### src/rtl/alu_decode_stage_pkg.sv
// Shared encodings for the RV32I decode stage: ALU op codes, opcodes, funct fields
// and the decoded-entry record carried through the skid buffer.
package alu_decode_stage_pkg;

  localparam logic [3:0] ALU_ADD  = 4'b0000;
  localparam logic [3:0] ALU_SUB  = 4'b0001;
  localparam logic [3:0] ALU_SLL  = 4'b0010;
  localparam logic [3:0] ALU_SLT  = 4'b0011;
  localparam logic [3:0] ALU_SLTU = 4'b0100;
  localparam logic [3:0] ALU_XOR  = 4'b0101;
  localparam logic [3:0] ALU_SRA  = 4'b0110;
  localparam logic [3:0] ALU_SRL  = 4'b0111;
  localparam logic [3:0] ALU_OR   = 4'b1000;
  localparam logic [3:0] ALU_AND  = 4'b1001;
  localparam logic [3:0] ALU_BEQ  = 4'b1010;
  localparam logic [3:0] ALU_BNE  = 4'b1011;
  localparam logic [3:0] ALU_BLT  = 4'b1100;
  localparam logic [3:0] ALU_BGE  = 4'b1101;

  localparam logic [6:0] OPC_OP     = 7'b0110011;
  localparam logic [6:0] OPC_OP_IMM = 7'b0010011;
  localparam logic [6:0] OPC_LUI    = 7'b0110111;
  localparam logic [6:0] OPC_AUIPC  = 7'b0010111;
  localparam logic [6:0] OPC_LOAD   = 7'b0000011;
  localparam logic [6:0] OPC_STORE  = 7'b0100011;
  localparam logic [6:0] OPC_BRANCH = 7'b1100011;

  localparam logic [2:0] F3_ADD_SUB = 3'b000;
  localparam logic [2:0] F3_SLL     = 3'b001;
  localparam logic [2:0] F3_SLT     = 3'b010;
  localparam logic [2:0] F3_SLTU    = 3'b011;
  localparam logic [2:0] F3_XOR     = 3'b100;
  localparam logic [2:0] F3_SRL_SRA = 3'b101;
  localparam logic [2:0] F3_OR      = 3'b110;
  localparam logic [2:0] F3_AND     = 3'b111;
  localparam logic [2:0] F3_BEQ     = 3'b000;
  localparam logic [2:0] F3_BNE     = 3'b001;
  localparam logic [2:0] F3_BLT     = 3'b100;
  localparam logic [2:0] F3_BGE     = 3'b101;

  localparam logic [6:0] F7_BASE = 7'b0000000;
  localparam logic [6:0] F7_ALT  = 7'b0100000;

  typedef struct packed {
    logic [3:0]  alu_op;
    logic [31:0] data_one;
    logic [31:0] data_two;
    logic [31:0] store_data;
    logic [4:0]  rd;
    logic        reg_write;
    logic        mem_read;
    logic        mem_write;
    logic        is_branch;
    logic [31:0] branch_target;
    logic        illegal;
  } dec_entry_t;

  // alt selects SUB/SRA; callers pass 0 where funct7 has no meaning
  function automatic logic [3:0] alu_op_from_f3(input logic [2:0] f3, input logic alt);
    logic [3:0] op;
    case (f3)
      F3_ADD_SUB: op = alt ? ALU_SUB : ALU_ADD;
      F3_SLL:     op = ALU_SLL;
      F3_SLT:     op = ALU_SLT;
      F3_SLTU:    op = ALU_SLTU;
      F3_XOR:     op = ALU_XOR;
      F3_SRL_SRA: op = alt ? ALU_SRA : ALU_SRL;
      F3_OR:      op = ALU_OR;
      F3_AND:     op = ALU_AND;
      default:    op = ALU_ADD;
    endcase
    return op;
  endfunction

  function automatic logic is_shift_f3(input logic [2:0] f3);
    return (f3 == F3_SLL) || (f3 == F3_SRL_SRA);
  endfunction

  // The ALU shifts by its whole second operand, so only the shamt may survive
  function automatic logic [31:0] shamt_ext(input logic [31:0] v);
    return {27'd0, v[4:0]};
  endfunction

endpackage

### src/rtl/alu_decode_stage_imm_gen.sv
// Combinational RV32I immediate extraction (I, S, B and U formats).
module alu_decode_stage_imm_gen (
  input  logic [31:7] instr,
  output logic [31:0] imm_i,
  output logic [31:0] imm_s,
  output logic [31:0] imm_b,
  output logic [31:0] imm_u
);

  assign imm_i = {{20{instr[31]}}, instr[31:20]};
  assign imm_s = {{20{instr[31]}}, instr[31:25], instr[11:7]};
  assign imm_b = {{19{instr[31]}}, instr[31], instr[7], instr[30:25], instr[11:8], 1'b0};
  assign imm_u = {instr[31:12], 12'd0};

endmodule

### src/rtl/alu_decode_stage.sv
// RV32I decode stage feeding the ALU, with a valid/ready output register and
// an optional second (skid) entry so in_ready comes straight from a flop.
module alu_decode_stage
  import alu_decode_stage_pkg::*;
#(
  parameter int XLEN    = 32,
  parameter bit SKID_EN = 1'b1
) (
  input  logic            clk,
  input  logic            rst,
  input  logic            flush,
  input  logic            in_valid,
  output logic            in_ready,
  input  logic [31:0]     instr,
  input  logic [XLEN-1:0] pc,
  input  logic [XLEN-1:0] rs1_data,
  input  logic [XLEN-1:0] rs2_data,
  output logic            out_valid,
  input  logic            out_ready,
  output logic [3:0]      alu_op,
  output logic [XLEN-1:0] data_one,
  output logic [XLEN-1:0] data_two,
  output logic [XLEN-1:0] store_data,
  output logic [4:0]      rd,
  output logic            reg_write,
  output logic            mem_read,
  output logic            mem_write,
  output logic            is_branch,
  output logic [XLEN-1:0] branch_target,
  output logic            illegal
);

  logic [6:0]  opcode_s;
  logic [2:0]  funct3_s;
  logic [6:0]  funct7_s;
  logic [31:0] imm_i_s, imm_s_s, imm_b_s, imm_u_s;
  dec_entry_t  dec_s;
  dec_entry_t  main_r, skid_r;
  logic        main_valid_r, skid_valid_r;
  logic        in_ready_s, in_xfer_s, main_load_s;

  assign opcode_s = instr[6:0];
  assign funct3_s = instr[14:12];
  assign funct7_s = instr[31:25];

  alu_decode_stage_imm_gen u_imm_gen (
    .instr (instr[31:7]),
    .imm_i (imm_i_s),
    .imm_s (imm_s_s),
    .imm_b (imm_b_s),
    .imm_u (imm_u_s)
  );

  // Instruction word to decoded ALU entry
  always_comb begin
    dec_s               = '0;
    dec_s.alu_op        = ALU_ADD;
    dec_s.data_one      = rs1_data;
    dec_s.data_two      = rs2_data;
    dec_s.store_data    = rs2_data;
    dec_s.rd            = instr[11:7];
    case (opcode_s)
      OPC_OP: begin
        if ((funct7_s == F7_BASE) ||
            ((funct7_s == F7_ALT) && ((funct3_s == F3_ADD_SUB) || (funct3_s == F3_SRL_SRA)))) begin
          dec_s.alu_op    = alu_op_from_f3(funct3_s, funct7_s[5]);
          dec_s.reg_write = 1'b1;
          dec_s.data_two  = is_shift_f3(funct3_s) ? shamt_ext(rs2_data) : rs2_data;
        end else begin
          dec_s.illegal = 1'b1;
        end
      end
      OPC_OP_IMM: begin
        if (is_shift_f3(funct3_s)) begin
          if ((funct7_s == F7_BASE) || (funct7_s == F7_ALT)) begin
            dec_s.alu_op    = alu_op_from_f3(funct3_s, funct7_s[5]);
            dec_s.reg_write = 1'b1;
            dec_s.data_two  = shamt_ext(imm_i_s);
          end else begin
            dec_s.illegal = 1'b1;
          end
        end else begin
          dec_s.alu_op    = alu_op_from_f3(funct3_s, 1'b0);
          dec_s.reg_write = 1'b1;
          dec_s.data_two  = imm_i_s;
        end
      end
      OPC_LUI: begin
        dec_s.data_one  = 32'd0;
        dec_s.data_two  = imm_u_s;
        dec_s.reg_write = 1'b1;
      end
      OPC_AUIPC: begin
        dec_s.data_one  = pc;
        dec_s.data_two  = imm_u_s;
        dec_s.reg_write = 1'b1;
      end
      OPC_LOAD: begin
        dec_s.data_two  = imm_i_s;
        dec_s.mem_read  = 1'b1;
        dec_s.reg_write = 1'b1;
      end
      OPC_STORE: begin
        dec_s.data_two  = imm_s_s;
        dec_s.mem_write = 1'b1;
      end
      OPC_BRANCH: begin
        dec_s.is_branch     = 1'b1;
        dec_s.branch_target = pc + imm_b_s;
        case (funct3_s)
          F3_BEQ:  dec_s.alu_op = ALU_BEQ;
          F3_BNE:  dec_s.alu_op = ALU_BNE;
          F3_BLT:  dec_s.alu_op = ALU_BLT;
          F3_BGE:  dec_s.alu_op = ALU_BGE;
          default: dec_s.illegal = 1'b1;
        endcase
      end
      default: dec_s.illegal = 1'b1;
    endcase
    // Illegal entries still flow downstream but must cause no side effects
    if (dec_s.illegal) begin
      dec_s.alu_op        = ALU_ADD;
      dec_s.reg_write     = 1'b0;
      dec_s.mem_read      = 1'b0;
      dec_s.mem_write     = 1'b0;
      dec_s.is_branch     = 1'b0;
      dec_s.branch_target = 32'd0;
    end else begin
      dec_s.reg_write = dec_s.reg_write && (dec_s.rd != 5'd0);
    end
  end

  assign in_ready_s  = SKID_EN ? !skid_valid_r : (!main_valid_r || out_ready);
  assign in_xfer_s   = in_valid && in_ready_s;
  assign main_load_s = !main_valid_r || out_ready;

  // Main/skid entry registers; a buffered skid entry always refills main first
  always_ff @(posedge clk or posedge rst) begin
    if (rst) begin
      main_r       <= '0;
      skid_r       <= '0;
      main_valid_r <= 1'b0;
      skid_valid_r <= 1'b0;
    end else if (flush) begin
      main_valid_r <= 1'b0;
      skid_valid_r <= 1'b0;
    end else if (main_load_s) begin
      if (skid_valid_r) begin
        main_r       <= skid_r;
        main_valid_r <= 1'b1;
        skid_valid_r <= 1'b0;
      end else if (in_xfer_s) begin
        main_r       <= dec_s;
        main_valid_r <= 1'b1;
      end else begin
        main_valid_r <= 1'b0;
      end
    end else if (in_xfer_s && SKID_EN) begin
      skid_r       <= dec_s;
      skid_valid_r <= 1'b1;
    end
  end

  assign in_ready      = in_ready_s;
  assign out_valid     = main_valid_r;
  assign alu_op        = main_r.alu_op;
  assign data_one      = main_r.data_one;
  assign data_two      = main_r.data_two;
  assign store_data    = main_r.store_data;
  assign rd            = main_r.rd;
  assign reg_write     = main_r.reg_write;
  assign mem_read      = main_r.mem_read;
  assign mem_write     = main_r.mem_write;
  assign is_branch     = main_r.is_branch;
  assign branch_target = main_r.branch_target;
  assign illegal       = main_r.illegal;

endmodule

### config.mk
export PLATFORM = sky130hd
export DESIGN_NAME = alu_decode_stage
export DESIGN_NICKNAME = d
export VERILOG_FILES = /design/src/rtl/alu_decode_stage_pkg.sv /design/src/rtl/alu_decode_stage_imm_gen.sv /design/src/rtl/alu_decode_stage.sv
export SDC_FILE = /design/constraint.sdc
export NUM_CORES = 1
export LEC_CHECK = 0
export BUFFER_PORTS_ARGS = -buffer_cell sky130_fd_sc_hd__buf_2
export CAP_MARGIN = 20
export CORE_MARGIN = 2
export CORE_UTILIZATION = 56
export CTS_BUF_LIST = sky130_fd_sc_hd__clkbuf_8 sky130_fd_sc_hd__clkbuf_16
export DETAILED_ROUTE_END_ITERATION = 8
export PLACE_DENSITY = 0.86
export SETUP_SLACK_MARGIN = 0.3
export SYNTH_ARGS = -nofsm -noshare
export SYNTH_HDL_FRONTEND = slang
export SYNTH_SLANG_ARGS = --single-unit
### constraint.sdc
create_clock -name clk -period 12.7 [get_ports clk]
set_input_delay 2.54 -clock clk [delete_from_list [all_inputs] [get_ports clk]]
set_output_delay 2.54 -clock clk [all_outputs]
set_load 0.01 [all_outputs]
==> impl_metrics.json <==
{
  "clockRootBuffer": "clkbuf_16",
  "cts.clk_slew.worst_paths_ps": 60,
  "drt-pass1-iter-count": 5,
  "worst_setup_path_end_kind": "flop",
  "area_growth_pct": 17.5,
  "ctsResizeCount": 0,
  "hold_viol_final": 0,
  "yosysWarningCount": 0,
  "synthesis.instances": 1601,
  "relSlewSlack_pct": 32.2,
  "grt-busiest-layer": "met2",
  "synth_enable_flop_cells": 0,
  "pwr-share-clk_pct": 37.3,
  "ys.flop_type": "dfrtp_1",
  "setup_slack_ps": 7770,
  "clock_latency_ps": 560,
  "synth_seq_area_share_pct": 48.9,
  "report.final.slew_viol_count": 0,
  "p_leak_nw": 8.16,
  "via_per_inst": 6.05,
  "rsz0062_at_grt": "no",
  "grt.met2_usage_pct": 52.0,
  "io_buffers": 276,
  "min_from": "alu_op[0]",
  "cts_made_buffers": 29,
  "grt_overflow": 0,
  "grt_use_met1_pct": 41.6,
  "fin_nets": 1970,
  "holdCritPathClass": "flop to flop",
  "vias": 13073,
  "drc": 0,
  "ys_ff_latch": 286,
  "comb_power_share_pct": 17.8,
  "p_sw_mw": 0.716,
  "fp.dieH_um": 166,
  "ir_drop_v": 0.000118,
  "critPathRequiredTime_ps": 13130,
  "hpwl_mm": 30.8,
  "clock-sinks": 286,
  "avgSynthCellArea_sq_um": 9.15,
  "postCtsSetupBuffers": 0,
  "io-pin-count": 277,
  "setup_viol": 0,
  "initial_core_util_pct": 56.7,
  "globalplace.congestion": 0.952,
  "design_area_sq_um": 17200,
  "core_sq_um": 25800,
  "synthesis.area_sq_um": 14600,
  "crit_start": "instr[8]",
  "pwr-share-seq_pct": 44.8,
  "die-area_sq_um": 27500,
  "cts_tree": "done",
  "placedInstanceArea_sq_um": 16100,
  "wl_per_cell_um": 20.5,
  "syn_nets": 1770,
  "p_int_mw": 1.79,
  "grt_pass1_vias": 12820,
  "max_freq_ghz": 0.203,
  "antenna_found_initial": 3,
  "synth.distinct_cells": 68,
  "async_reset_ff_share_pct": 100,
  "p_per_area_nw_per_um2": 146,
  "skew_ps": 11.6,
  "period_minus_slack_ps": 4930,
  "grt_max_degree": 187,
  "h-tree-depth": 1,
  "drt_wl_total_mm": 44.2,
  "use_met3_pct": 4.99,
  "drive_above_1_share_pct": 22.6,
  "pre_cts_slack_ps": 7300,
  "status": "completed",
  "fin_setup_tns_ps": 0,
  "antenna_left": 0,
  "rows": 59,
  "tightestPinTransition_ps": 1020,
  "startpoint_type": "primary input",
  "fillers": 2034,
  "track_usage_pct": 31.3,
  "final_common_cell": "dfrtp_1",
  "maxCapViolations": 0,
  "multiInputGateArea_sq_um": 7000,
  "ctsHoldBuffers": 0,
  "p_sw_share_pct": 28.6,
  "cp.arrival_ps": 5360,
  "r2r_start": "skid_valid_r",
  "grt_pass1_wl_mm": 69.4,
  "crit_fanout": 5,
  "path_class": "primary input to flop",
  "fp.dieW_um": 166,
  "period_share_pct": 38.8,
  "drt_iter0_markers": 1398,
  "cts_buffer_depth": 3,
  "layout_common_cells": "dfrtp_1 (285), nand2_1 (276), buf_2 (276), o21ai_0 (169), a21oi_1 (159)",
  "regArea_sq_um": 7160
}
-- registers in the layout, indices dropped and copies added, names as in the netlist --
signal / flops
rd: 5
data_one: 32
skid_valid_r: 1
out_valid: 1
is_branch: 1
reg_write: 1
data_two: 32
mem_read: 1
mem_write: 1
illegal: 1
alu_op: 4
store_data: 32
branch_target: 32
skid_r: 142
-- path summary, 6_finish.rpt --
| kind | endpoint | slack [ps] | depth (start not counted) |
|---|---|---|---|
| setup / recovery | branch_target[31] | 7770 | 11 |
| hold / removal | alu_op[0] | 480 | 2 |
| setup reg to reg | skid_r[40] | 9490 | 4 |
| hold reg to reg | alu_op[0] | 480 | 2 |
| max in group asynchronous | data_one[22] | 9110 | 3 |
| min in group asynchronous | data_two[10] | 2100 | 2 |
-- through the flow --
| stage | instances | utilization, % | total power, mW | hold WS, ps |
|---|---|---|---|---|
| after floorplan | 1601 | - | 1.40 | 441 |
| after global placement | 2104 | 62.3 | 1.55 | 452 |
| after detailed placement | 2104 | 62.3 | 1.58 | 463 |
| after CTS | 2158 | 66.4 | 2.51 | 479 |
| after global routing | 2159 | 66.5 | 2.61 | 498 |
| final | 2162 | 66.6 | 2.50 | 475 |
-- critical path, cell delays in order --
cell      delay [ps]
buf_2            140
ha_1             230
fa_1             430
a211oi_1         300
nor2_1           120
o21ai_1          350
o22a_1           210
o221ai_1         230
or4b_1           590
nand4_1          140
o21ai_1           70
-- layout make-up --
| class | count | share of cell area (%) |
|---|---|---|
| flip-flops and latches | 286 | 41.6 |
| multi-input cells | 1186 | 40.7 |
| repair buffers | 290 | 8.83 |
| clock buffers | 33 | 4.54 |
| well taps | 335 | 2.44 |
| clock inverters | 21 | 1.60 |
| inverters | 8 | 0.218 |
| diodes | 3 | 0.0436 |
-- Yosys cell counts (16+ instances only) --
library cell,count,area [sq um]
a21o_1,19,143
a21oi_1,159,796
a221oi_2,16,240
and3_1,22,138
clkbuf_1,102,383
dfrtp_1,286,7160
ha_1,35,438
mux2_2,41,462
mux2i_1,42,420
nand2_1,278,1040
nor2_1,112,420
nor3b_1,34,255
o21ai_0,169,846
o21ai_1,80,400
xnor2_1,16,140
-- per-layer routing --
| metal | part of all wire [%] | up-vias |
|---|---|---|
| met3 | 7.0 | 99 |
| met5 | 0.016 | - |
| met4 | 4.0 | 2 |
| met2 | 49 | 544 |
| li1 | - | 6086 |
| met1 | 40 | 6342 |
-- logic make-up after synthesis --
logic type               after synthesis  share of synthesized area [%]
AO/OA/AOI/OAI                        537                           21.8
XOR/XNOR                              25                           1.50
adder cells (fa/ha/maj)               36                           3.13
buffers and inverters                129                           3.45
flip-flops                           286                           48.9
multiplexers                          84                           6.10
AND/OR/NAND/NOR                      504                           15.1
-- power groups by stage --
stage / clock network (mW) / registers, mW / logic (mW)
floorplan: 0 / 1.15 / 0.252
CTS: 0.941 / 1.12 / 0.447
detailed placement: 0 / 1.14 / 0.443
finish: 0.935 / 1.12 / 0.447
global placement: 0 / 1.13 / 0.428
global route: 0.982 / 1.14 / 0.495
Note: power is estimated with default switching activity, not from simulation.
